### src/rtl/pmem_arbiter.sv
// Arbitrates NUM_CH cache-line requesters onto one burst-based physical memory port.
// Define PMEM_ARB_FIXED_PRIO_EN for fixed priority (channel 0 highest) instead of round-robin.
module pmem_arbiter #(
    parameter int NUM_CH     = 2,
    parameter int ADDR_WIDTH = 32,
    parameter int PMEM_WIDTH = 64,
    parameter int BEATS      = 4,
    localparam int LINE_BITS = PMEM_WIDTH * BEATS
) (
    input  logic                         clk,
    input  logic                         rst,
    input  logic [NUM_CH-1:0]            req_read,
    input  logic [NUM_CH-1:0]            req_write,
    input  logic [NUM_CH*ADDR_WIDTH-1:0] req_addr,
    input  logic [NUM_CH*LINE_BITS-1:0]  req_wdata,
    output logic [NUM_CH-1:0]            req_resp,
    output logic [LINE_BITS-1:0]         req_rdata,
    output logic                         pmem_read,
    output logic                         pmem_write,
    input  logic                         pmem_resp,
    output logic [ADDR_WIDTH-1:0]        pmem_addr,
    output logic [PMEM_WIDTH-1:0]        pmem_wdata,
    input  logic [PMEM_WIDTH-1:0]        pmem_rdata
);

    localparam int CH_W     = (NUM_CH > 1) ? $clog2(NUM_CH) : 1;
    localparam int BEAT_W   = (BEATS > 1) ? $clog2(BEATS) : 1;
    localparam int OFF_BITS = $clog2(LINE_BITS / 8);
    localparam logic [ADDR_WIDTH-1:0] OFF_MASK = ADDR_WIDTH'((64'd1 << OFF_BITS) - 64'd1);

    // Requester handshake: a channel raises req_read/req_write with addr/wdata stable and
    // holds them until its one-cycle req_resp; the burst completes even if it lets go early.
    typedef enum logic [1:0] {
        IDLE  = 2'd0,
        READ  = 2'd1,
        WRITE = 2'd2,
        RESP  = 2'd3
    } state_t;

    state_t                state;
    state_t                state_next;
    logic [CH_W-1:0]       chan_q;
    logic [CH_W-1:0]       rr_ptr;
    logic [CH_W-1:0]       win_idx;
    logic                  win_valid;
    logic [CH_W:0]         cand_sum;
    logic [CH_W-1:0]       cand;
    logic [BEAT_W-1:0]     beat;
    logic [ADDR_WIDTH-1:0] addr_q;
    logic [LINE_BITS-1:0]  wline_q;
    logic [LINE_BITS-1:0]  rline_q;
    logic [NUM_CH-1:0]     eligible;
    logic [ADDR_WIDTH-1:0] win_addr;
    logic [LINE_BITS-1:0]  win_wdata;
    logic                  last_beat;

    assign eligible  = req_read | req_write;
    assign last_beat = pmem_resp && (beat == BEAT_W'(BEATS - 1));
    assign win_addr  = req_addr[win_idx*ADDR_WIDTH +: ADDR_WIDTH];
    assign win_wdata = req_wdata[win_idx*LINE_BITS +: LINE_BITS];

    // Descending scan so the last hit is the first eligible channel at or after rr_ptr.
    always_comb begin
        win_valid = 1'b0;
        win_idx   = '0;
        cand_sum  = '0;
        cand      = '0;
        for (int i = NUM_CH - 1; i >= 0; i--) begin
            cand_sum = {1'b0, rr_ptr} + (CH_W + 1)'(i);
            if (cand_sum >= (CH_W + 1)'(NUM_CH)) begin
                cand_sum = cand_sum - (CH_W + 1)'(NUM_CH);
            end
            cand = cand_sum[CH_W-1:0];
            if (eligible[cand]) begin
                win_valid = 1'b1;
                win_idx   = cand;
            end
        end
    end

    always_ff @(posedge clk) begin
        if (rst) begin
            state <= IDLE;
        end else begin
            state <= state_next;
        end
    end

    always_comb begin
        state_next = state;
        case (state)
            IDLE: begin
                if (win_valid) begin
                    state_next = req_write[win_idx] ? WRITE : READ;
                end
            end
            READ, WRITE: begin
                if (last_beat) begin
                    state_next = RESP;
                end
            end
            RESP:    state_next = IDLE;
            default: state_next = IDLE;
        endcase
    end

    always_ff @(posedge clk) begin
        if (rst) begin
            chan_q  <= '0;
            beat    <= '0;
            addr_q  <= '0;
            wline_q <= '0;
            rline_q <= '0;
        end else begin
            case (state)
                IDLE: begin
                    if (win_valid) begin
                        chan_q  <= win_idx;
                        addr_q  <= win_addr & ~OFF_MASK;
                        wline_q <= win_wdata;
                        beat    <= '0;
                    end
                end
                READ: begin
                    if (pmem_resp) begin
                        rline_q[beat*PMEM_WIDTH +: PMEM_WIDTH] <= pmem_rdata;
                        beat <= last_beat ? '0 : beat + 1'b1;
                    end
                end
                WRITE: begin
                    if (pmem_resp) begin
                        beat <= last_beat ? '0 : beat + 1'b1;
                    end
                end
                default: ;
            endcase
        end
    end

`ifdef PMEM_ARB_FIXED_PRIO_EN
    assign rr_ptr = '0;
`else
    always_ff @(posedge clk) begin
        if (rst) begin
            rr_ptr <= '0;
        end else if (state == RESP) begin
            rr_ptr <= (chan_q == CH_W'(NUM_CH - 1)) ? '0 : chan_q + 1'b1;
        end
    end
`endif

    assign pmem_read  = (state == READ);
    assign pmem_write = (state == WRITE);
    assign pmem_addr  = addr_q;
    assign pmem_wdata = wline_q[beat*PMEM_WIDTH +: PMEM_WIDTH];
    assign req_rdata  = rline_q;

    always_comb begin
        req_resp = '0;
        if (state == RESP) begin
            req_resp[chan_q] = 1'b1;
        end
    end

endmodule

### config.mk
export PLATFORM = sky130hd
export DESIGN_NAME = pmem_arbiter
export DESIGN_NICKNAME = d
export VERILOG_FILES = /design/src/rtl/pmem_arbiter.sv
export SDC_FILE = /design/constraint.sdc
export NUM_CORES = 1
export LEC_CHECK = 0
export ABC_AREA = 1
export CORE_AREA = 2 2 396 398
export CTS_CLUSTER_DIAMETER = 50
export CTS_CLUSTER_SIZE = 14
export DETAILED_ROUTE_END_ITERATION = 6
export DIE_AREA = 0 0 398 400
export PLACE_DENSITY = 0.4
export RECOVER_POWER = 25
export SLEW_MARGIN = 20
export SYNTH_ARGS = -nofsm -noshare
export SYNTH_HDL_FRONTEND = slang
export SYNTH_SLANG_ARGS = --single-unit
export TNS_END_PERCENT = 30
### constraint.sdc
create_clock -name clk -period 5.4 [get_ports clk]
set_input_delay 1.08 -clock clk [delete_from_list [all_inputs] [get_ports clk]]
set_output_delay 1.08 -clock clk [all_outputs]
set_load 0.1 [all_outputs]
==> reports/qor.csv, run 1 <==
metric;value;unit
core;155100;um2
yosysMostFrequentCell;nand2_1;
stdcell_count;6811;
slowest_delay;1820;ps
cts-root-buf;clkbuf_16;
cts_buffers;93;
synth_cell_type_count;29;
cp-start-kind;primary input;
rsz0062_at_grt;no;
cts_resized;0;
tns;0;ps
layout.nets;5329;
synth_area;25450;um2
synthXorXnorAreaFrac;0;%
synthCells;3877;
fmax;214.3;MHz
seq_area;10920;um2
routed_wirelength;155.4;mm
grt_pass1_vias;28540;
remaining_drc_errors;0;
setup_viol;0;
required;5990;ps
end_kind;flop;
dp_cells;6634;
clkTransAtPathRegs;50;ps
fp.dieH;400;um
detail_route.wl_per_cell;22.81;um
maxCapViolCount;7;
cpMostUsedCell;nand2_1;
clockBufferDepth;3;
status;finished with violations;
cp_max_fo;95;
antenna_found_initial;35;
h-tree-depth;3;
start_util;16.41;%
io_buffer_count;987;
vias;29310;
clock-sinks;545;
dieWidth;398;um
slew_headroom;-76.65;%
critical_path.cell_chain;clkdlybuf4s50_1, nor2_1, nand2_1, nand2_4, inv_8, clkbuf_2, nand2_1, a21oi_1;
yosys_warnings;0;
crit_type;primary input to flop;
syn_to_final_growth;58.09;%
antenna_left;0;
fin_crit;4666;ps
fin_skew;27.01;ps
grt_overflow;0;
yosysTopAreaCellShare;42.86;%
num_rows;145;
viasPerCell;4.304;
async_flop_share;0;%
dr.pass1.iters;5;
synth_top_area_cell;dfxtp_1;
place_hpwl;113.5;mm
postCtsSetupBuffers;0;
multi_input_area;12890;um2
synth_edf_count;0;
powerDensity;534.2;nW/um2
grt_start_max_net_pins;182;
io_pins;1003;
synth-compound-area-share;16.42;%
synth.area.mux_share;0;%
yosysSeqAreaShare;42.86;%
drt_iter0_markers;1887;
fillCellCount;17490;
final_hold_viol_count;0;
worstMarginPinSlew;2650;ps
synth_fa_ha_area_share;0.4915;%
p_leak;15.89;nW
synth_ff_type;dfxtp_1;
gp_congestion;0.8248;
violations;capacitance limit, slew limit;
min_path_type;flop to flop;
finalPower;0.02150;W
grt_pass1_wl;212.3;mm
maxSlewViolCount;462;
ir_worst_vdd;0.5630;mV
synthSimpleGateAreaFrac;33.40;%
dieArea;159200;um2
ys_top_cells_by_area;dfxtp_1, nand2_1, a21oi_1, nand3_1, o21ai_0;
cts_tree;yes;
synth.avg_cell_area;6.565;um2
drive_above_1_share;6.363;%
synth_commonest_cells;nand2_1, dfxtp_1, a21oi_1;
cp_slowest_cell;clkbuf_2;
cts_hold_buf;0;
cp_data_arrival_time;5260;ps
clock_latency;660;ps
ys_seq_elements;545;
finalCritPeriodShare;86.41;%
grt_usage;18.55;%
synth_top_family_by_area;simple AND/OR/NAND/NOR gates;
-- critical path: cells and delay by family --
family                 cells  cell delay (ps)
AO/OA/AOI/OAI              1              280
AND/OR/NAND/NOR            4              940
buffers and inverters      3             2650
-- metrics by stage --
stage | instance area, um2 | hold slack, ps | util [%] | worst slack [ps]
after floorplan | 25470 | 436.6 | - | 1601
after global placement | 36990 | 449.2 | 23.84 | 1581
after detailed placement | 36990 | 452.0 | 23.84 | 1601
after CTS | 40310 | 460.7 | 25.99 | 973.5
after global routing | 40230 | 473.4 | 25.94 | 531.1
final | 40240 | 460.4 | 25.94 | 733.7
-- cells by family after synthesis --
logic type,after synthesis
buffers and inverters,420
AOI/OAI and AO/OA,803
and+or+nand+nor,2098
adders and majority gates,10
other,1
DFF,545
-- power breakdown --
group / internal, W / switching (W)
clock network: 0.00408 / 0.00232
logic: 0.00228 / 0.00784
registers: 0.00463 / 0.000343
-- state kept, by name, indices dropped and copies added, names as in the netlist --
| name | count |
|---|---|
| rr_ptr | 1 |
| beat | 2 |
| state | 2 |
| wline_q | 256 |
| chan_q | 1 |
| req_rdata | 256 |
| pmem_addr | 27 |
-- cell type report --
class                           instances  area share [%]
Sequential cell                       545           27.13
Clock inverter                         57           1.971
Tap cell                             2058           6.399
Multi-Input combinational cell       2916           32.05
Clock buffer                          112           6.287
Timing Repair Buffer                 1036           25.32
Antenna cell                            7         0.04353
Inverter                               80          0.8053
-- cells in the final DEF (no fill, tap or decap), types with 13 or more instances in the layout --
master,count
nor2_1,145
o21ai_0,161
or2_0,23
clkbuf_1,17
clkdlybuf4s50_1,913
bufinv_16,15
inv_6,13
nor3_1,28
o21bai_1,28
nand2_1,1533
nand3_1,315
buf_4,94
clkbuf_16,94
o22ai_1,64
a21oi_1,542
dfxtp_1,543
inv_1,74
buf_12,14
nand4_1,29
-- per-layer routing --
metal  track usage [%]  vias to the layer above  share of wire (%)
met4             6.981                       24                3.5
met1             21.55                    13880                 40
met3             5.241                      214                7.4
met2             32.19                      922                 49
met5                 0                        -              0.086
li1                  -                    14270                  -
-- path summary, 6_finish.rpt --
check,cells past startpoint,from,endpoint,slack (ps)
worst max-delay path,8,req_write[0],pmem_addr[31],730
worst min-delay path,2,wline_q[105],wline_q[105],460
worst max register to register,7,state[0],pmem_addr[31],1180
worst min register to register,2,wline_q[105],wline_q[105],460
Power figures use the tool's default switching activity.
==> run 2, diff against run 1 <==
Settings changed: CORE_AREA 2 2 396 398 to 2 2 389 391, DIE_AREA 0 0 398 400 to 0 0 391 393, GPL_TIMING_DRIVEN set to 0, PLACE_DENSITY 0.4 to 0.41.
Clock period 5.4 ns to 5.35 ns, I/O delays scaled along.
==> reports/qor.csv, run 2 (synthesis gave the netlist of run 1 again) <==
metric;value;unit;change
grt_pass1_wl;242.5;mm;was 212.3 mm
clock-sinks;545;;unchanged
antenna_left;0;;unchanged
clock_latency;700;ps;was 660 ps
fillCellCount;16810;;was 17490
cp_data_arrival_time;4200;ps;was 5260 ps
finalCritPeriodShare;98.50;%;
cts_tree;yes;;unchanged
clkTransAtPathRegs;50;ps;about the same
cts_buffers;91;;was 93
layout.nets;5619;;was 5329
end_kind;output port;;was flop
vias;30800;;was 29310
core;149200;um2;was 155100 um2
startpoint;beat[0];;was req_write[0]
rsz0062_at_grt;yes;;was no
layout_commonest_cell;nand2_1;;unchanged
fmax;189.8;MHz;
maxCapViolCount;0;;was 7
fin_crit;5270;ps;
dp_cells;6814;;was 6634
stdcell_count;6991;;was 6811
drt_iter0_markers;1939;;was 1887
fin_hold_ws;460.4;ps;about the same
io_pins;1003;;unchanged
required;4280;ps;was 5990 ps
worstMarginPinSlew;1474;ps;was 2650 ps
min_path_cells;2;;unchanged
setup_viol;0;;unchanged
worstRegToRegCells;10;;was 7
min_path_type;flop to flop;;unchanged
drive_above_1_share;5.559;%;was 6.363%
routed_wirelength;180.9;mm;was 155.4 mm
cp_max_fo;10;;was 95
fp.dieH;393;um;was 400 um
crit_type;flop to output port;;was primary input to flop
place_area;37780;um2;was 36990 um2
tns;0;ps;unchanged
cts-root-buf;clkbuf_16;;unchanged
clockBufferDepth;3;;unchanged
io_buffer_count;986;;was 987
p_leak;16.34;nW;was 15.89 nW
final_hold_viol_count;0;;unchanged
viasPerCell;4.405;;was 4.304
place_hpwl;151.7;mm;was 113.5 mm
fin_skew;24.98;ps;was 27.01 ps
antenna_found_initial;36;;was 35
layout_common_cells;nand2_1, clkdlybuf4s50_1, dfxtp_1;;unchanged
r2r_start;beat[0];;was state[0]
dieWidth;391;um;was 398 um
h-tree-depth;3;;unchanged
ir_worst_vdd;0.2734;mV;was 0.5630 mV
dr.pass1.iters;5;;unchanged
start_util;17.06;%;was 16.41%
grt_overflow;0;;unchanged
status;complete, no violations;;was finished with violations
postLayoutCellArea;40830;um2;was 40240 um2
grt_start_max_net_pins;20;;was 182
dieArea;153700;um2;was 159200 um2
detail_route.wl_per_cell;25.87;um;was 22.81 um
gp_congestion;0.8884;;was 0.8248
num_rows;142;;was 145
remaining_drc_errors;0;;unchanged
final_util;27.36;%;was 25.94%
maxSlewViolCount;0;;was 462
grt_usage;22.56;%;was 18.55%
powerDensity;536.2;nW/um2;was 534.2 nW/um2
worstHoldStart;req_rdata[148];;was wline_q[105]
syn_to_final_growth;60.41;%;was 58.09%
cp-start-kind;flop;;was primary input
slew_headroom;2.154;%;was -76.65%
cts_hold_buf;0;;unchanged
grt_pass1_vias;30800;;was 28540
run 2: cell type report:
| class | count | area, um2 | area share, % |
|---|---|---|---|
| Antenna cell | 10 | 25.02 | 0.06129 |
| Buffer | 339 | 1404 | 3.438 |
| Clock buffer | 104 | 2356 | 5.770 |
| Clock inverter | 64 | 750.7 | 1.839 |
| Inverter | 80 | 300.3 | 0.7355 |
| Multi-Input combinational cell | 2916 | 12840 | 31.44 |
| Sequential cell | 545 | 10910 | 26.72 |
| Tap cell | 1944 | 2432 | 5.957 |
| Timing Repair Buffer | 989 | 9816 | 24.04 |
run 2: path summary, 6_finish.rpt:
kind              slack [ps]              to
setup / recovery          80  pmem_wdata[10]
hold / removal           460  req_rdata[148]
setup reg to reg        1300   req_rdata[36]
hold reg to reg          460  req_rdata[148]
run 2: per-layer routing:
metal  routed length, um  track usage [%]  part of all wire [%]  vias up
met5                 178                0                 0.098        -
met4                5995            7.511                   3.3       26
met3               12410            5.609                   6.9      234
met1               70400            25.08                    39    14600
li1                    -                -                     -    14880
met2               91900            41.59                    51     1060
run 2: critical path, stage by stage, from the launching register on:
cell and delay (ps):
dfxtp_1 320, buf_2 200, inv_2 330, clkbuf_1 480, clkbuf_1 800, nor2_1 90
o22ai_1 320, clkdlybuf4s15_1 940
run 2: per-stage QoR:
| stage | power [W] | worst slack [ps] |
|---|---|---|
| floorplan | 0.01162 | 1561 |
| global placement | 0.01622 | -368.8 |
| detailed placement | 0.01617 | -296.6 |
| CTS | 0.02216 | 9.371 |
| global route | 0.02290 | -12.88 |
| finish | 0.02189 | 80.46 |
run 2: where the power goes:
part	leakage [nW]	switching, W	total [W]	internal, W
Sequential	4.45	0.000460	0.00513	0.00467
Combinational	10.4	0.00846	0.0107	0.00226
Clock	1.47	0.00248	0.00604	0.00356
Total	16.3	0.0114	0.0219	0.0105
run 2: timing repair:
item                       in CTS  in global routing
setup endpoints to repair      53                  9
resized for setup              68                 11
hold endpoints to repair        0                  0
setup buffers                   0                  0
